$ cat src/rtl/serial_pkg.sv
// Shared types and constants for the bit-serial datapath stages
// (serializer now, deserializer later).
package serial_pkg;

  typedef enum logic [1:0] {
    IDLE  = 2'd0,
    CLEAR = 2'd1,
    SHIFT = 2'd2
  } serState_t;

  localparam int DEFAULT_WIDTH = 8;

endpackage

$ cat src/rtl/word_serializer.sv
// Parallel-to-serial front end: accepts a word on valid/ready, emits a clear
// pulse for the downstream complementer, then shifts the word out LSB first.
module word_serializer
  import serial_pkg::*;
#(
  parameter int WIDTH = DEFAULT_WIDTH
) (
  input  logic             clk,
  input  logic             rst,
  input  logic [WIDTH-1:0] dataIn,
  input  logic             loadValid,
  output logic             loadReady,
  output logic             clrOut,
  output logic             bitOut,
  output logic             bitValid,
  output logic             lastBit
);

  localparam int CW = (WIDTH > 1) ? $clog2(WIDTH) : 1;
  localparam logic [CW-1:0] LAST_CNT = CW'(WIDTH - 1);

  serState_t        state;
  serState_t        nextState;
  logic [WIDTH-1:0] shiftReg;
  logic [CW-1:0]    bitCnt;
  logic             inReset;
  logic             accept;
  logic             atLast;

  // inReset is a registered copy of rst so outputs can be held at zero during
  // reset without any combinational path from an input to an output.
  always_ff @(posedge clk) begin
    if (rst) begin
      state   <= IDLE;
      inReset <= 1'b1;
    end else begin
      state   <= nextState;
      inReset <= 1'b0;
    end
  end

  assign atLast = (state == SHIFT) && (bitCnt == LAST_CNT);
  assign accept = loadValid && loadReady;

  // A load in the final SHIFT cycle wins over the shift so words chain with
  // no gap.
  always_ff @(posedge clk) begin
    if (rst) begin
      shiftReg <= '0;
      bitCnt   <= '0;
    end else if (accept) begin
      shiftReg <= dataIn;
      bitCnt   <= '0;
    end else if (state == SHIFT) begin
      shiftReg <= {1'b0, shiftReg[WIDTH-1:1]};
      bitCnt   <= bitCnt + CW'(1);
    end
  end

  always_comb begin
    nextState = state;
    case (state)
      IDLE:    if (accept) nextState = CLEAR;
      CLEAR:   nextState = SHIFT;
      SHIFT:   if (atLast) nextState = accept ? CLEAR : IDLE;
      default: nextState = IDLE;
    endcase
  end

  always_comb begin
    loadReady = 1'b0;
    clrOut    = 1'b0;
    bitOut    = 1'b0;
    bitValid  = 1'b0;
    lastBit   = 1'b0;
    if (!inReset) begin
      case (state)
        IDLE: loadReady = 1'b1;
        CLEAR: clrOut = 1'b1;
        SHIFT: begin
          bitValid  = 1'b1;
          bitOut    = shiftReg[0];
          lastBit   = atLast;
          loadReady = atLast;
        end
        default: loadReady = 1'b0;
      endcase
    end
  end

endmodule

$ cat config.mk
export PLATFORM = sky130hd
export DESIGN_NAME = word_serializer
export DESIGN_NICKNAME = d
export VERILOG_FILES = /design/src/rtl/serial_pkg.sv /design/src/rtl/word_serializer.sv
export SDC_FILE = /design/constraint.sdc
export NUM_CORES = 1
export LEC_CHECK = 0
export ABC_CLOCK_PERIOD_IN_PS = 1900
export CELL_PAD_IN_SITES_DETAIL_PLACEMENT = 0
export CELL_PAD_IN_SITES_GLOBAL_PLACEMENT = 1
export CORE_MARGIN = 2
export CORE_UTILIZATION = 40
export CTS_BUF_LIST = sky130_fd_sc_hd__clkbuf_2
export DETAILED_ROUTE_END_ITERATION = 16
export GPL_TIMING_DRIVEN = 0
export PLACE_DENSITY_LB_ADDON = 0.1
export REMOVE_ABC_BUFFERS = 1
export SLEW_MARGIN = 20
export SYNTH_ARGS = -nofsm -noshare
export SYNTH_HDL_FRONTEND = slang
export SYNTH_SLANG_ARGS = --single-unit
$ cat constraint.sdc
create_clock -name clk -period 1.9 [get_ports clk]
set_clock_uncertainty 0.1 [all_clocks]
set_input_delay 0.19 -clock clk [delete_from_list [all_inputs] [get_ports clk]]
set_output_delay 0.19 -clock clk [all_outputs]
set_load 0.02 [all_outputs]
==> impl_metrics.ini <==
[status]
status = finished clean

[final_layout]
synthToLayoutAreaGrowth_pct = 22.6
finalNetCount = 99
antennaDiodeCount = 0
finalNonFillerCells = 109
post_route_cells_drive_above_1_share = 0.238
final_area_um2 = 917

[die]
floorplan.core_area_um2 = 1750
dieArea_um2 = 2230
starting_density_of_the_core = 0.429
die_height_um = 47.3
placement_rows = 15
ios = 16
die_width_um = 47.3

[worst_setup_path]
worst-endpoint-required_ns = 1.61
r2r.worst_path.cells = 6
critPathLaunchType = flip-flop
critical_path_cell_sequence = ha_1, ha_1, and2b_4, nor2_1, buf_2
critical_path.slowest_cell = dfxtp_1
worst-r2r-setup-slack_ns = 0.23
cell_with_the_most_instances_on_the_worst_path = ha_1
critical_path.startpoint = bitCnt[0]
path_max_fanout = 5
buf_inv_stages_crit_path = 1
crit_type = flip-flop to output port
cp_top_family = adder cells
worst_r2r_endpoint = bitCnt[0]
max_stage_delay_ns = 0.34
cp_num_cells = 5
endpoint = loadReady
worst_setup_path_end_kind = output port
cp_data_arrival_time_ns = 1.50
rr_startpoint = bitCnt[0]

[synthesis]
synthesis.area_um2 = 748
synth_flop_cell = dfxtp_1
yosys-top-cells-area = dfxtp_1 (37%), o41ai_2 (15%), mux2i_1 (12%), a21oi_1 (5.4%), o311ai_4 (3.5%)
asyncSetResetFlopFracSynth = 0
synth_seq_area_share = 0.375
syn_inst = 67
synth_top_family_by_area = compound AO/OA/AOI/OAI gates
yosysTopAreaCellShare = 0.375
synth_simple_gate_area_frac = 0.149
synth-adder-area-share = 0.0334
muxShareOfSynthArea = 0.120
number_of_warnings_issued_by_yosys = 0
yosysUniqueCellTypes = 22
post_synth.cell_area_avg_um2 = 11.2
cell_taking_the_most_area_after_synthesis = dfxtp_1
synth_compound_gate_area_share = 0.251
synthXorXnorAreaFrac = 0.0117
yosys_register_bits = 14
synth_enable_flop_cells = 0
post-synth-top-count-cell = dfxtp_1
synth.top_cells.by_count = dfxtp_1 (14), mux2i_1 (9), a21oi_1 (8), o41ai_2 (7), nor2_1 (6)

[timing]
timing.final.max_slew_violations = 0
fin_setup_tns_ns = 0
timing.final.crit_share = 0.943
worst-slew-pin-transition_ns = 0.586
unrepaired_setup_endpoints_after_global_routing = no
hold_violations = 0
setup_viol = 0
max_clock_freq_ghz = 0.558
timing.max_slew.rel_slack = 0.609
period_minus_slack_ns = 1.79

[pwr]
static-leakage-power_nw = 0.433
powerDensity_nw_per_um2 = 614
ir_drop_mv = 0.486
finalPower_mw = 0.563

[global_route]
number_of_global_route_vias_before_repair = 533
overflow = 0
overall_global_routing_usage = 0.152
maximum_number_of_pins_on_one_net_before_global_route_repair = 13
grt_pass1_wl_um = 2350
grt_antenna_before_repair = 0

[cts]
tritoncts = done
ctsRootBufferMaster = clkbuf_2
cts.clk_slew.worst_paths_ns = 0.13
cts_num_sinks = 14
clk-insertion-delay-late_ns = 0.26
tritoncts_buffers = 3
cts-htree-levels = 1
largest_buffer_count_on_any_clock_path = 2

[min_path]
timing.hold.worst_path_depth = 2
worst_hold_path_type = flip-flop to flip-flop

[placed_design]
placed_instances = 104
portBuffers = 15
globalplace.congestion = 0.634
dpl.hpwl_um = 983
placed_cell_area_um2 = 892

[route]
drt-wirelength-per-cell_um = 12.8
detailedRoute.firstIterationViolations = 11
drcViolationCount = 0
routed-via-count = 571
first_pass_iteration_count_of_the_detailed_router = 3
routed_wirelength_um = 1390
ant_nets = 0
avgViaCountPerCell = 5.24

[job]
max_cap_violations = 0
==> area by class of cell <==
class                      instances  area, µm²
sequential                        14        280
tap                               25       31.3
inverter                           2       7.51
timing repair buffer              17        155
fill                             185        828
clock buffer                       3       15.0
multi-input combinational         48        428
==> placed cells by master, fill, tap and decap left out, types with 2 or more instances in the layout <==
cell             synthesis  final
dfxtp_1                 14     14
clkdlybuf4s50_1          0     10
mux2i_1                  9      9
a21oi_1                  8      8
o41ai_2                  7      7
nor2_1                   6      5
clkbuf_2                 0      4
nor3_1                   3      3
and2_1                   2      2
nand2b_1                 2      2
ha_1                     2      2
dlygate4sd2_1            0      2
buf_4                    0      2
==> per-layer routing <==
| layer | share of wire | GRT usage |
|---|---|---|
| met1 | 0.48 | 0.196 |
| met2 | 0.47 | 0.243 |
| met3 | 0.045 | 0.0346 |
| met4 | 0.0072 | 0.0667 |
| met5 | 0 | 0 |
==> registers in the layout, indices dropped and copies added, names as in the netlist <==
name / flops
bitCnt: 3
inReset: 1
shiftReg: 8
state: 2
==> metrics by stage <==
step | worst slack (ns) | hold WS, ns | utilization
finish | 0.108 | 0.409 | 0.525
global route | 0.000228 | 0.392 | 0.525
CTS | -0.0258 | 0.412 | 0.516
detailed placement | -0.319 | 0.398 | 0.511
global placement | -0.323 | 0.390 | 0.511
floorplan | 0.267 | 0.118 | -
==> worst min-delay path, stage by stage, from the launching register on <==
cell,delay [ns]
dfxtp_1,0.36
o311ai_4,0.06
a21oi_1,0.06
==> worst min-delay path by stage <==
stage	start	to	slack, ns
finish	shiftReg[7]	shiftReg[7]	0.41
detailed placement	shiftReg[7]	shiftReg[7]	0.40
floorplan	rst	inReset	0.12
CTS	dataIn[7]	shiftReg[7]	0.41
global placement	shiftReg[7]	shiftReg[7]	0.39
global route	dataIn[7]	shiftReg[7]	0.39
==> cells by family (layout without fill, tap and decap cells) <==
| logic type | count (synthesis) | after routing |
|---|---|---|
| flip-flops | 14 | 14 |
| AO/OA/AOI/OAI | 17 | 17 |
| AND/OR/NAND/NOR | 19 | 19 |
| adder cells (fa/ha/maj) | 2 | 2 |
| XOR/XNOR | 1 | 1 |
| multiplexers | 9 | 9 |
| buffers and inverters | 5 | 22 |
==> what timing repair did <==
item	in CTS	in global routing
hold buffers	0	0
gates resized for setup	9	4
endpoints found under the setup margin	4	4
gates cloned	0	0
buffers inserted	0	2
==> where the power goes <==
group / switching [mW] / internal (mW)
Sequential: 0.0112 / 0.311
Clock: 0.0855 / 0.0431
Combinational: 0.0574 / 0.0555
Note: power is estimated with default switching activity, not from simulation.
